==> config.mk <==
export PLATFORM = sky130hd
export DESIGN_NAME = proc_mem_requester
export DESIGN_NICKNAME = d
export VERILOG_FILES = /design/src/rtl/proc_mem_requester.sv
export SDC_FILE = /design/constraint.sdc
export NUM_CORES = 1
export LEC_CHECK = 0
export CORE_AREA = 2 2 178 267
export DETAILED_ROUTE_END_ITERATION = 8
export DIE_AREA = 0 0 180 269
export GPL_ROUTABILITY_DRIVEN = 0
export PLACE_DENSITY_LB_ADDON = 0.15
export RECOVER_POWER = 50
export SETUP_SLACK_MARGIN = 0.1
export SLEW_MARGIN = 25
export SYNTH_ARGS = -nofsm -noshare
export SYNTH_HDL_FRONTEND = slang
export SYNTH_SLANG_ARGS = --single-unit
==> constraint.sdc <==
create_clock -name clk -period 3.44 [get_ports clk]
set_input_delay 0.86 -clock clk [delete_from_list [all_inputs] [get_ports clk]]
set_output_delay 0.86 -clock clk [all_outputs]
set_load 0.02 [all_outputs]
==> src/rtl/proc_mem_requester.sv <==
// Per-core memory requester: direct-mapped write-back cache (I/S/M lines) in front of memory_subsystem.
// Optional build macro SNOOP_INV_EN adds snoop-invalidate ports (snoop_inv_valid/addr, snoop_dirty).
module proc_mem_requester #(
    parameter int unsigned DATA_SIZE = 2,
    parameter int unsigned ADDR_W    = 14,
    parameter int unsigned NUM_LINES = 8,
    parameter int unsigned TIMEOUT   = 32,
    parameter int unsigned PROC_ID   = 0
) (
    input  logic                     clk,
    input  logic                     reset_n,
    input  logic                     core_req_valid,
    output logic                     core_req_ready,
    input  logic                     core_we,
    input  logic [ADDR_W-1:0]        core_addr,
    input  logic [DATA_SIZE*8-1:0]   core_wdata,
    output logic                     core_resp_valid,
    output logic [DATA_SIZE*8-1:0]   core_rdata,
    output logic                     core_err,
    output logic                     mem_proc_req,
    output logic                     mem_read_req,
    output logic                     mem_write_req,
    output logic [ADDR_W-1:0]        mem_addr,
    output logic [DATA_SIZE*8-1:0]   mem_write_data,
    input  logic                     mem_grant,
    input  logic                     mem_resp_valid,
    input  logic [DATA_SIZE*8-1:0]   mem_resp_data
`ifdef SNOOP_INV_EN
    ,
    input  logic                     snoop_inv_valid,
    input  logic [ADDR_W-1:0]        snoop_inv_addr,
    output logic                     snoop_dirty
`endif
);

    localparam int unsigned DW    = DATA_SIZE * 8;
    localparam int unsigned IDX_W = $clog2(NUM_LINES);
    localparam int unsigned TAG_W = ADDR_W - IDX_W;
    localparam int unsigned CNT_W = $clog2(TIMEOUT + 1);

    typedef enum logic [2:0] {IDLE, LOOKUP, WB_REQ, WB_WAIT, RD_REQ, RD_WAIT, RESP} state_t;
    typedef enum logic [1:0] {LN_I, LN_S, LN_M} line_t;

    state_t             state, state_nxt;
    line_t              line_st   [NUM_LINES];
    logic [TAG_W-1:0]   line_tag  [NUM_LINES];
    logic [DW-1:0]      line_data [NUM_LINES];

    logic               req_we;
    logic [ADDR_W-1:0]  req_addr;
    logic [DW-1:0]      req_wdata;
    logic [DW-1:0]      resp_data;
    logic               resp_err;
    logic [CNT_W-1:0]   tmo_cnt;

    logic [IDX_W-1:0]   idx;
    logic [TAG_W-1:0]   tag;
    logic               hit, tmo, wb_done, rd_done, abort;

    assign idx = req_addr[IDX_W-1:0];
    assign tag = req_addr[ADDR_W-1:IDX_W];
    assign hit = (line_st[idx] != LN_I) && (line_tag[idx] == tag);
    assign tmo = (tmo_cnt >= CNT_W'(TIMEOUT - 1));

    always_ff @(posedge clk) begin
        if (!reset_n) state <= IDLE;
        else          state <= state_nxt;
    end

    // A real completion (grant+resp or resp) outranks the timeout in the same cycle.
    always_comb begin
        state_nxt       = state;
        wb_done         = 1'b0;
        rd_done         = 1'b0;
        abort           = 1'b0;
        core_req_ready  = 1'b0;
        core_resp_valid = 1'b0;
        core_rdata      = '0;
        core_err        = 1'b0;
        mem_proc_req    = 1'b0;
        mem_read_req    = 1'b0;
        mem_write_req   = 1'b0;
        mem_addr        = '0;
        mem_write_data  = '0;
        case (state)
            IDLE: begin
                core_req_ready = 1'b1;
                if (core_req_valid) state_nxt = LOOKUP;
            end
            LOOKUP: begin
                if (hit)                      state_nxt = RESP;
                else if (line_st[idx] == LN_M) state_nxt = WB_REQ;
                else                          state_nxt = RD_REQ;
            end
            WB_REQ, WB_WAIT: begin
                mem_proc_req   = 1'b1;
                mem_write_req  = 1'b1;
                mem_addr       = {line_tag[idx], idx};
                mem_write_data = line_data[idx];
                if (mem_resp_valid && (state == WB_WAIT || mem_grant)) begin
                    wb_done   = 1'b1;
                    state_nxt = RD_REQ;
                end else if (tmo) begin
                    abort     = 1'b1;
                    state_nxt = RESP;
                end else if (mem_grant) begin
                    state_nxt = WB_WAIT;
                end
            end
            RD_REQ, RD_WAIT: begin
                mem_proc_req = 1'b1;
                mem_read_req = 1'b1;
                mem_addr     = req_addr;
                if (mem_resp_valid && (state == RD_WAIT || mem_grant)) begin
                    rd_done   = 1'b1;
                    state_nxt = RESP;
                end else if (tmo) begin
                    abort     = 1'b1;
                    state_nxt = RESP;
                end else if (mem_grant) begin
                    state_nxt = RD_WAIT;
                end
            end
            RESP: begin
                core_resp_valid = 1'b1;
                core_rdata      = resp_data;
                core_err        = resp_err;
                state_nxt       = IDLE;
            end
            default: state_nxt = IDLE;
        endcase
    end

    always_ff @(posedge clk) begin
        if (!reset_n) begin
            for (int unsigned i = 0; i < NUM_LINES; i++) begin
                line_st[i]   <= LN_I;
                line_tag[i]  <= '0;
                line_data[i] <= '0;
            end
            req_we    <= 1'b0;
            req_addr  <= '0;
            req_wdata <= '0;
            resp_data <= '0;
            resp_err  <= 1'b0;
            tmo_cnt   <= '0;
`ifdef SNOOP_INV_EN
            snoop_dirty <= 1'b0;
`endif
        end else begin
            case (state)
                IDLE: if (core_req_valid) begin
                    req_we    <= core_we;
                    req_addr  <= core_addr;
                    req_wdata <= core_wdata;
                end
                LOOKUP: begin
                    tmo_cnt   <= '0;
                    resp_err  <= 1'b0;
                    resp_data <= '0;
                    if (hit) begin
                        if (req_we) begin
                            line_data[idx] <= req_wdata;
                            line_st[idx]   <= LN_M;
                        end else begin
                            resp_data <= line_data[idx];
                        end
                    end
                end
                WB_REQ, WB_WAIT, RD_REQ, RD_WAIT: tmo_cnt <= tmo_cnt + CNT_W'(1);
                default: ;
            endcase
            if (wb_done) line_st[idx] <= LN_I;
            if (rd_done) begin
                line_tag[idx] <= tag;
                if (req_we) begin
                    line_data[idx] <= req_wdata;
                    line_st[idx]   <= LN_M;
                end else begin
                    line_data[idx] <= mem_resp_data;
                    line_st[idx]   <= LN_S;
                    resp_data      <= mem_resp_data;
                end
            end
            if (abort) begin
                line_st[idx] <= LN_I;
                resp_err     <= 1'b1;
                resp_data    <= '0;
            end
`ifdef SNOOP_INV_EN
            // Placed last so a colliding snoop overrides the LOOKUP/fill line update.
            snoop_dirty <= 1'b0;
            if (snoop_inv_valid &&
                line_st[snoop_inv_addr[IDX_W-1:0]] != LN_I &&
                line_tag[snoop_inv_addr[IDX_W-1:0]] == snoop_inv_addr[ADDR_W-1:IDX_W]) begin
                line_st[snoop_inv_addr[IDX_W-1:0]] <= LN_I;
                snoop_dirty <= (line_st[snoop_inv_addr[IDX_W-1:0]] == LN_M);
            end
`endif
            assert (!(mem_read_req && mem_write_req) && PROC_ID < 4);
        end
    end

endmodule
Yosys cells after proc, flatten, opt, wreduce, memory -nomap -nowiden --
Memories as Yosys holds them, arrays and structs flattened. A register that Yosys moved wholly into a read port is not among the register bits. Index checks and enable logic that the tools add are counted.
Word-level totals: RAM bits 232, input bits 52, memories 3, bits in registers 57, output and inout port bits 52, logic and storage cells 126
Cells by class: equality and inequality tests 11, multiplexer cells 78, bitwise operators 7, add/sub/neg operators 1, reductions and logical operators 18, $lt $le $gt $ge 1
Memory list:
- line_data | words 8, bits a word 16, read ports 1, clocked after memory_dff 1, write ports 8, line 47 | logic [DW-1:0] line_data [NUM_LINES];
- line_tag | words 8, bits a word 11, read ports 1, clocked after memory_dff 1, write ports 8, line 46 | logic [TAG_W-1:0] line_tag [NUM_LINES];
- line_st | words 8, bits a word 2, read ports 1, clocked after memory_dff 1, write ports 8, line 45 | line_t line_st [NUM_LINES];
Operators with widths (count):
- 16-bit two-way mux | 10
- 3-bit two-way mux | 18
- 1-bit two-way mux | 40
- 14-bit case mux with 2 select lines | 1
- 16-bit OR reduction | 1
- 3-bit case mux with 4 select lines | 1
- 6-bit case mux with 2 select lines | 1
- 11-bit == test | 1
- 11-bit two-way mux | 1
- 11-bit OR reduction | 1
- 2-bit two-way mux | 5
- 3-bit == test, second input constant | 3
- 4-bit != test, second input constant | 2
- 2-bit OR reduction | 4
- 6-bit by 1-bit adder with 6-bit output, second input constant | 1
- 3-bit by 2-bit == test with 1-bit output, second input constant | 2
- 6-bit by 5-bit >= comparator with 1-bit output, second input constant | 1
- 1-bit OR | 6
- 2-bit nonzero test | 3
- 4-bit OR reduction | 1
- 3-bit by 1-bit == test with 1-bit output, second input constant | 1
- 1-bit logical AND | 3
- 3-bit zero test | 1
- 3-bit AND reduction | 1
- other kinds (6) | 7

Longest topological paths before layout --
Gate-level depths: netlist (run 1).
depth in word-level cells 14, gate-level depth with buffers 12, gate-level depth less buffers 9

Least setup slack after synthesis (run 1) --
Ideal clock, no wire load.
path type register -> register, start point register with a tool-made name, end point memory line_data[7][0] (netlist name), enable pin, slack -0.212 ns, setup time 0.392 ns, stages on the path, launching flop included 13, data arrival time 3.260 ns, path through dfxtp_1 > buf_2 > buf_2 > buf_2 > mux2i_1 > a22oi_1 > nand2_1 > xnor2_1 > nor3_4 > buf_2 > nand4_1 > clkbuf_1 > o21bai_1
RTL lines (line):
- end: declaration | 47

==> flow_summary.yaml, run 1 <==
sta:
  min_period_ps: 3369
  slew_violations: 0
  hold_viol: 0
  holdWs_ps: 463.3
  fmax_mhz: 296.8
  fin_setup_tns_ps: 0
  fin_crit_sh_pct: 97.94
  tightest_slew_ps: 1314
  rsz0062_at_grt: "true"
  setup_viol: 0
  clock_skew_ps: 21.73
  relSlewSlack_pct: 12.39
global_route:
  antenna_found_initial: 0
  grt.total_usage_pct: 17.80
  grt_pass1_wl_um: 64340
  overflow: 0
  grt_max_degree: 33
  first_global_vias: 10050
worst_hold_path:
  hold_class: "register to register"
  min_from: "req_wdata[7]$_SDFFE_PN0P_"
setup_path:
  crit_path_end: "mem_addr[7]"
  crit_path_start_kind: "register"
  r2r-end: "line_data[3][9]$_SDFFCE_PN0P_"
  cp-end-kind: "output port"
  cpMaxStageDelayCell: "clkdlybuf4s50_1"
  cp.depth: 6
  path_class: "register to output port"
  critical_path.top_delay_family: "buffers and inverters"
  cp_data_arrival_time_ps: 2510
  crit_path_max_fanout: 18
  path_buf_inv: 2
  critical_path_required_ps: 2580
  crit_chain: "buf_16, mux2i_1, a22oi_2, nand3_1, nand2_1, clkdlybuf4s50_1"
  critPathMaxStageDelay_ps: 530
  reg2reg_depth: 16
  r2r_slack_ps: 210
synth:
  ys_async_sr_fraction_pct: 0
  ys_top_cells_by_count: "edfxtp_1 (232), nor2_1 (205), and2_1 (110), nand2_1 (95), clkbuf_1 (74)"
  synth_xor_area_share_pct: 0.3844
  ys_types: 52
  synth_compound_area_share_pct: 8.282
  syn-cell-area_um2: 13670
  synth_area_per_cell_um2: 11.78
  synth_most_common_cell: "edfxtp_1"
  synth_ff_type: "edfxtp_1"
  synth_cells: 1161
  yosysTopAreaCell: "edfxtp_1"
  synth_warnings: 0
  yosysTopAreaCellShare_pct: 50.96
  synth_nets: 1214
  synth_adder_area_share_pct: 0.09152
  yosys.area_share.simple_pct: 16.70
  synth-seq-cells: 292
  synthMuxAreaShare_pct: 11.87
  synth_top_family_by_area: "simple AND/OR/NAND/NOR gates"
  seq_area_frac_synth_pct: 59.74
  synthTopCellsByArea: "edfxtp_1 (51%), dfxtp_1 (8.8%), mux4_2 (6.6%)"
  synth_edf_count: 232
clock_tree:
  cts_max_path_buffers: 3
  cts.sink_count: 292
  clk_pin_slew_ps: 60
  htreeDepth: 1
  cts_made_buffers: 31
  insertion_delay_ps: 590
  postCtsHoldBufs: 0
  cts_root_buf: "clkbuf_16"
  cts_tree: "built"
routing:
  wl_per_cell_um: 22.81
  drt-initial-drc-count: 621
  antenna_left: 0
  viasPerCell: 4.976
  post-route-drc-count: 0
  first_pass_iters: 5
  wl_um: 44130
  vias: 9629
floorplan:
  start_util_pct: 29.57
  die_y_um: 269
  core_area_um2: 46240
  rows: 97
  die_w_um: 180
  die_area_um2: 48420
  ios: 104
outcome:
  status: "finished clean"
cells_and_area:
  drive_above_1_share_pct: 18.57
  finalNetCount: 1370
  antenna_cells: 0
  utilization_pct: 37.94
  area_growth_pct: 28.32
  nFillCells: 4555
placed_design:
  io_buffer_count: 103
  place_hpwl_um: 29660
pwr:
  report.power.total_mw: 10.25
  power.density_nw_per_um2: 584.5
  ir_drop_mv: 0.3862
  leakagePower_nw: 6.162
flow_run:
  max-cap-violations: 0
==> power by group <==
group	internal [mW]	switching (mW)	total, mW
Sequential	4.03	0.257	4.29
Combinational	1.10	1.64	2.74
Clock	1.83	1.40	3.23
Total	6.96	3.29	10.3
==> metal layers <==
metal  part of all wire, %  up-vias  GRT usage (%)
li1                      -     4502              -
met1                    37     4843          19.25
met2                    56      207          35.44
met3                   2.9       77          1.634
met4                   4.1        0          6.922
met5                     0        -              0
==> metrics by stage <==
stage	setup WS [ps]	instances	area (µm²)
6_report	71.00	1935	17540
5_1_grt	-6.324	1935	17540
4_1_cts	-56.81	1923	17220
3_5_place_dp	182.5	1853	16050
3_3_place_gp	200.2	1853	16050
2_1_floorplan	-212.2	1161	13670
==> how the worst min path moves through the flow <==
stage	to	slack [ps]	depth (start not counted)
floorplan	resp_err$_SDFFE_PN0P_	440	2
global placement	req_wdata[4]$_SDFFE_PN0P_	450	2
detailed placement	req_wdata[0]$_SDFFE_PN0P_	460	2
CTS	req_wdata[15]$_SDFFE_PN0P_	470	2
global route	req_wdata[0]$_SDFFE_PN0P_	480	2
finish	req_wdata[7]$_SDFFE_PN0P_	460	2
==> final cells by class <==
| cell class | instances | area (µm²) | area share (%) |
|---|---|---|---|
| clock buffers | 44 | 834.6 | 4.757 |
| clock inverters | 13 | 115.1 | 0.6561 |
| inverters | 5 | 18.77 | 0.1070 |
| multi-input cells | 769 | 5431 | 30.96 |
| flip-flops and latches | 292 | 8177 | 46.61 |
| well taps | 594 | 743.2 | 4.236 |
| repair buffers | 218 | 2225 | 12.68 |
==> registers in the layout, summed over array words and instances, names as in the netlist, named ones only <==
name	count
line_data	128
line_tag	88
line_st	16
req_wdata	16
resp_data	16
req_addr	14
tmo_cnt	6
state	3
req_we	1
resp_err	1
==> logic make-up (layout without fill, tap and decap cells) <==
logic type,Yosys count,after routing
compound gates,164,164
xor+xnor,6,6
fa+ha+maj,1,1
buf+inv,100,280
flops,292,292
mux,112,112
simple gates,486,486
==> cells in the final DEF (no fill, tap or decap), drive strengths merged, types with 3 or more instances in the layout <==
cell type	n
o21a	4
clkbuf	78
inv	5
nand4	18
nor2b	8
mux4	40
a21boi	32
a21oi	27
edfxtp	232
or3	3
nand2	95
a41oi	8
mux2i	71
xnor2	4
nor3	23
o21ai	31
o31a	8
nor2	205
dlygate4sd2	10
buf	99
a22o	4
a22oi	14
nand3	11
clkdlybuf4s50	68
dfxtp	60
o21bai	8
clkinv	10
a211oi	16
dlygate4sd3	4
nand3b	3
and3	4
and2	110
==> worst reg2reg max path, cell delays in order, from the launching register on <==
cell	delay, ps
dfxtp_4	390
buf_6	140
buf_6	110
buf_12	120
clkbuf_16	160
buf_8	140
mux4_2	330
mux2i_1	70
buf_4	160
a21oi_2	130
nand2_2	80
nor4_4	180
nand4_1	150
buf_6	210
clkbuf_16	160
o21bai_4	220
clkbuf_16	220
==> what timing repair did <==
item	in CTS	in global routing
pin swaps	1	9
gates cloned	2	7
endpoints found under the setup margin	31	158
gates resized for setup	88	71
buffers inserted	11	5
No activity file was read; power rests on OpenSTA's default activity.
==> inputs of run 2 (changes only) <==
--- a/config.mk
+++ b/config.mk
@@ -11,6 +11,7 @@
 export GPL_ROUTABILITY_DRIVEN = 0
 export PLACE_DENSITY_LB_ADDON = 0.15
 export RECOVER_POWER = 50
+export REMOVE_ABC_BUFFERS = 1
 export SETUP_SLACK_MARGIN = 0.1
 export SLEW_MARGIN = 25
 export SYNTH_ARGS = -nofsm -noshare
==> flow_summary.yaml, run 2 (synthesized netlist as in run 1, its figures left out) <==
setup_path:
  critPathMaxStageDelay_ps: 530
  path_buf_inv: 3
  crit_chain: "buf_4, buf_8, mux4_2, mux2i_2, nor2_1, dlygate4sd2_1"
  critical_path.top_delay_family: "multiplexers"
  cp-end-kind: "output port"
  crit_path_start_kind: "register"
  critical_path_required_ps: 2580
  path_class: "register to output port"
  cp_data_arrival_time_ps: 2450
  crit_path_max_fanout: 9
  cpMaxStageDelayCell: "mux4_2"
clock_tree:
  cts.sink_count: 292
  cts_root_buf: "clkbuf_16"
  clk_pin_slew_ps: 60
  htreeDepth: 2
  postCtsHoldBufs: 0
  cts_max_path_buffers: 3
  cts_tree: "built"
  insertion_delay_ps: 530
  cts_made_buffers: 34
cells_and_area:
  final_common_cell: "edfxtp_1"
  antenna_cells: 0
  instances_no_fill: 1930
  reg_top3: "line_data (128), line_tag (88)"
  seq_area_um2: 8174
  multi_input_comb_area_um2: 5305
  drive_above_1_share_pct: 17.07
  nFillCells: 4539
  area_growth_pct: 26.59
  mostFrequentLayoutCells: "edfxtp_1 (232), nor2_1 (205), nand2_1 (95), and2_1 (65), buf_4 (60)"
  largest_reg_flops: 128
  utilization_pct: 37.43
  top_register: "line_data"
  finalNetCount: 1364
pwr:
  power_switching_mw: 3.386
  power.density_nw_per_um2: 614.6
  p_seq_share_pct: 39.8
  clockPowerShare_pct: 34.9
  p_int_mw: 7.251
  ir_drop_mv: 0.3378
  power.share.combinational_pct: 25.3
  sw_frac_of_total_pct: 31.83
  leakagePower_nw: 6.171
sta:
  setup_viol: 0
  tightest_slew_ps: 1434
  rsz0062_at_grt: "true"
  slew_violations: 0
  relSlewSlack_pct: 4.390
  min_period_ps: 3313
  fmax_mhz: 301.8
  fin_crit_sh_pct: 96.32
  clock_skew_ps: 22.76
  fin_setup_tns_ps: 0
  hold_viol: 0
  layout_setup_ws_ps: 126.7
global_route:
  grt_pass1_wl_um: 66770
  overflow: 0
  first_global_vias: 10010
  antenna_found_initial: 1
  grt.total_usage_pct: 18.77
  grt_max_degree: 44
routing:
  vias: 9776
  viasPerCell: 5.065
  antenna_left: 0
  wl_um: 45560
  first_pass_iters: 4
  post-route-drc-count: 0
  wl_per_cell_um: 23.61
  drt-initial-drc-count: 750
floorplan:
  die_area_um2: 48420
  die_y_um: 269
  rows: 97
  ios: 104
  core_area_um2: 46240
  start_util_pct: 29.57
  die_w_um: 180
flow_run:
  max-cap-violations: 0
placed_design:
  io_buffer_count: 103
  place_ws_ps: 186.9
  dp.cells: 1861
  place_hpwl_um: 29650
worst_hold_path:
  hold_class: "register to register"
outcome:
  status: "finished clean"
## run 2: layer usage
layer	track usage (%)	part of all wire (%)
met4	5.010	2.1
met1	22.61	41
met5	0	0.029
met3	2.526	3.8
met2	35.08	53
## run 2: final timing paths
check                                                start                          to  slack (ps)  cells past startpoint
worst min-delay path            req_wdata[11]$_SDFFE_PN0P_  req_wdata[11]$_SDFFE_PN0P_         460                      2
worst min register to register  req_wdata[11]$_SDFFE_PN0P_  req_wdata[11]$_SDFFE_PN0P_         460                      2
worst max register to register                    register    resp_data[10]$_SDFF_PP0_         210                     11
worst max-delay path                              register          mem_write_data[12]         130                      6
## run 2: what timing repair did
item / CTS / global route
setup endpoints to repair: 30 / 65
hold endpoints to repair: 0 / 0
pin swaps: 1 / 2
gates cloned: 0 / 0
buffers inserted: 6 / 2
resized for setup: 70 / 16
## run 2: final cells by class
| cell class | count | area share (%) |
|---|---|---|
| Clock inverter | 18 | 1.229 |
| Sequential cell | 292 | 47.23 |
| Tap cell | 594 | 4.294 |
| Multi-Input combinational cell | 769 | 30.65 |
| Inverter | 5 | 0.1084 |
| Timing Repair Buffer | 209 | 11.14 |
| Clock buffer | 43 | 5.343 |
## run 2: worst register-to-register path, delay by kind of cell (launching register included)
kind | cells | cell delay (ps)
compound gates | 3 | 800
mux | 1 | 300
simple gates | 3 | 410
flops | 1 | 450
buf+inv | 4 | 1190
## run 2: power groups by stage
stage | registers, mW | logic, mW | clock network, mW
after floorplan | 4.34 | 1.31 | 0
after global placement | 4.32 | 2.64 | 0
after detailed placement | 4.32 | 2.65 | 0
after CTS | 4.24 | 2.75 | 3.79
after global routing | 4.26 | 2.90 | 3.93
final | 4.23 | 2.69 | 3.71
## run 2: through the flow
step | area [µm²] | power (mW) | hold WS, ps
after floorplan | 13290 | 5.651 | 438.8
after global placement | 16100 | 6.960 | 449.7
after detailed placement | 16100 | 6.969 | 456.9
after CTS | 17390 | 10.78 | 465.0
after global routing | 17310 | 11.09 | 488.4
final | 17310 | 10.64 | 461.4
==> inputs of run 3 (changes only) <==
==> constraint.sdc (replaced) <==
create_clock -name clk -period 2.8 [get_ports clk]
set_input_delay 0.7 -clock clk [delete_from_list [all_inputs] [get_ports clk]]
set_output_delay 0.7 -clock clk [all_outputs]
set_load 0.02 [all_outputs]
==> flow_summary.yaml, run 3 (synthesized netlist as in run 1, its figures left out) <==
outcome:
  status: "complete, but fails checks"
  violations: "setup timing"
cells_and_area:
  drive_above_1_share_pct: 39.26
  top_register: "line_data"
  antenna_cells: 0
  mostFrequentLayoutCells: "edfxtp_1 (232), buf_4 (115), nor2_1 (105), nand2_1 (89), and2_1 (82)"
  seq_area_um2: 8178
  area_growth_pct: 47.96
  largest_reg_flops: 128
  finalNetCount: 1480
  final_common_cell: "edfxtp_1"
  nFillCells: 4289
  reg_top3: "line_data (128), line_tag (88)"
  multi_input_comb_area_um2: 6631
worst_hold_path:
  hold_class: "register to register"
clock_tree:
  insertion_delay_ps: 530
  htreeDepth: 2
  cts_root_buf: "clkbuf_16"
  cts_made_buffers: 34
  cts_tree: "built"
  cts_max_path_buffers: 3
  cts.sink_count: 292
  clk_pin_slew_ps: 60
sta:
  rsz0062_at_grt: "true"
  tightest_slew_ps: 993.6
  relSlewSlack_pct: 33.76
  slew_violations: 0
  min_period_ps: 3127
  clock_skew_ps: 26.07
  fin_crit_sh_pct: 111.7
  fmax_mhz: 319.8
  hold_viol: 0
  layout_setup_ws_ps: -326.7
  setup_viol: 291
placed_design:
  place_ws_ps: -199.5
  io_buffer_count: 103
  place_hpwl_um: 31360
floorplan:
  die_area_um2: 48420
  die_y_um: 269
  core_area_um2: 46240
  rows: 97
  ios: 104
  die_w_um: 180
  start_util_pct: 29.57
global_route:
  grt_pass1_wl_um: 69260
  first_global_vias: 10580
  grt_max_degree: 33
  overflow: 0
  antenna_found_initial: 0
  grt.total_usage_pct: 19.44
routing:
  antenna_left: 0
  first_pass_iters: 5
  vias: 10410
  drt-initial-drc-count: 801
  post-route-drc-count: 0
  wl_um: 50280
  viasPerCell: 5.086
  wl_per_cell_um: 24.58
pwr:
  ir_drop_mv: 0.3200
  report.power.total_mw: 14.32
  leakagePower_nw: 7.217
  power.density_nw_per_um2: 708.1
setup_path:
  path_class: "register to output port"
  crit_path_max_fanout: 7
  crit_path_start_kind: "register"
  cp_data_arrival_time_ps: 2430
  cp-end-kind: "output port"
  critical_path_required_ps: 2100
flow_run:
  max-cap-violations: 0
[run 3: cell types whose count changed in the layout (fill, tap and decap cells not counted), moves of 17 or more]
cell	before	now
nor2_1	205	105
nor2_4	0	77
buf_4	60	115
buf_6	2	45
nor2_2	0	23
and2_0	45	26
clkbuf_16	34	53
nor3_1	22	3
buf_12	18	36
dlygate4sd2_1	18	0
and2_1	65	82
dlygate4sd3_1	18	1
o21ai_0	28	11
[run 3: final timing paths]
check                              from                             end  slack, ps  cells past startpoint
setup / recovery               register               mem_write_data[0]       -330                      8
hold / removal    resp_err$_SDFFE_PN0P_           resp_err$_SDFFE_PN0P_        460                      2
setup reg to reg               register  line_data[4][14]$_SDFFCE_PN0P_       -260                     11
hold reg to reg   resp_err$_SDFFE_PN0P_           resp_err$_SDFFE_PN0P_        460                      2
[run 3: cell type report]
type | count | area share, %
multi-input cells | 769 | 32.78
repair buffers | 325 | 17.42
well taps | 594 | 3.674
clock inverters | 18 | 1.070
clock buffers | 43 | 4.527
inverters | 5 | 0.09896
flip-flops and latches | 292 | 40.43
[run 3: timing repair]
action | in CTS | in global routing
buffers inserted | 21 | 26
pin swaps | 10 | 91
resized for setup | 282 | 340
hold buffers | 0 | 0
endpoints found under the hold margin | 0 | 0
cloned | 5 | 16
setup endpoints to repair | 347 | 350
[run 3: power breakdown]
group          switching, mW  internal, mW  leakage [nW]
Sequential             0.244          4.95          2.89
Combinational           2.61          1.92          3.78
Clock                   1.82          2.78         0.549
[run 3: critical path: stages, from the launching register on]
cell and delay, ps:
dfxtp_4 410, buf_4 140, buf_12 130, buf_12 140
mux4_2 530, mux2i_1 170, buf_4 160, nor2_1 50
buf_4 160
[run 3: stage by stage]
step           area [µm²]  instances  setup TNS (ps)  util [%]  hold slack, ps
2_1_floorplan       13290       1066        -1049710         -           438.8
3_3_place_gp        16650       1920          -24720     36.00           452.1
3_5_place_dp        16650       1920          -29190     36.00           454.6
4_1_cts             18490       2007          -33600     39.99           464.1
5_1_grt             20230       2046          -87910     43.75           480.2
6_report            20230       2046          -52760     43.75           460.0
[run 3: per-layer routing]
metal | GRT usage [%] | wire [µm] | vias up
li1 | - | - | 4744
met1 | 22.81 | 19640 | 5287
met2 | 37.01 | 27600 | 285
met3 | 2.215 | 1724 | 89
met4 | 5.911 | 1326 | 0
met5 | 0 | 0 | -
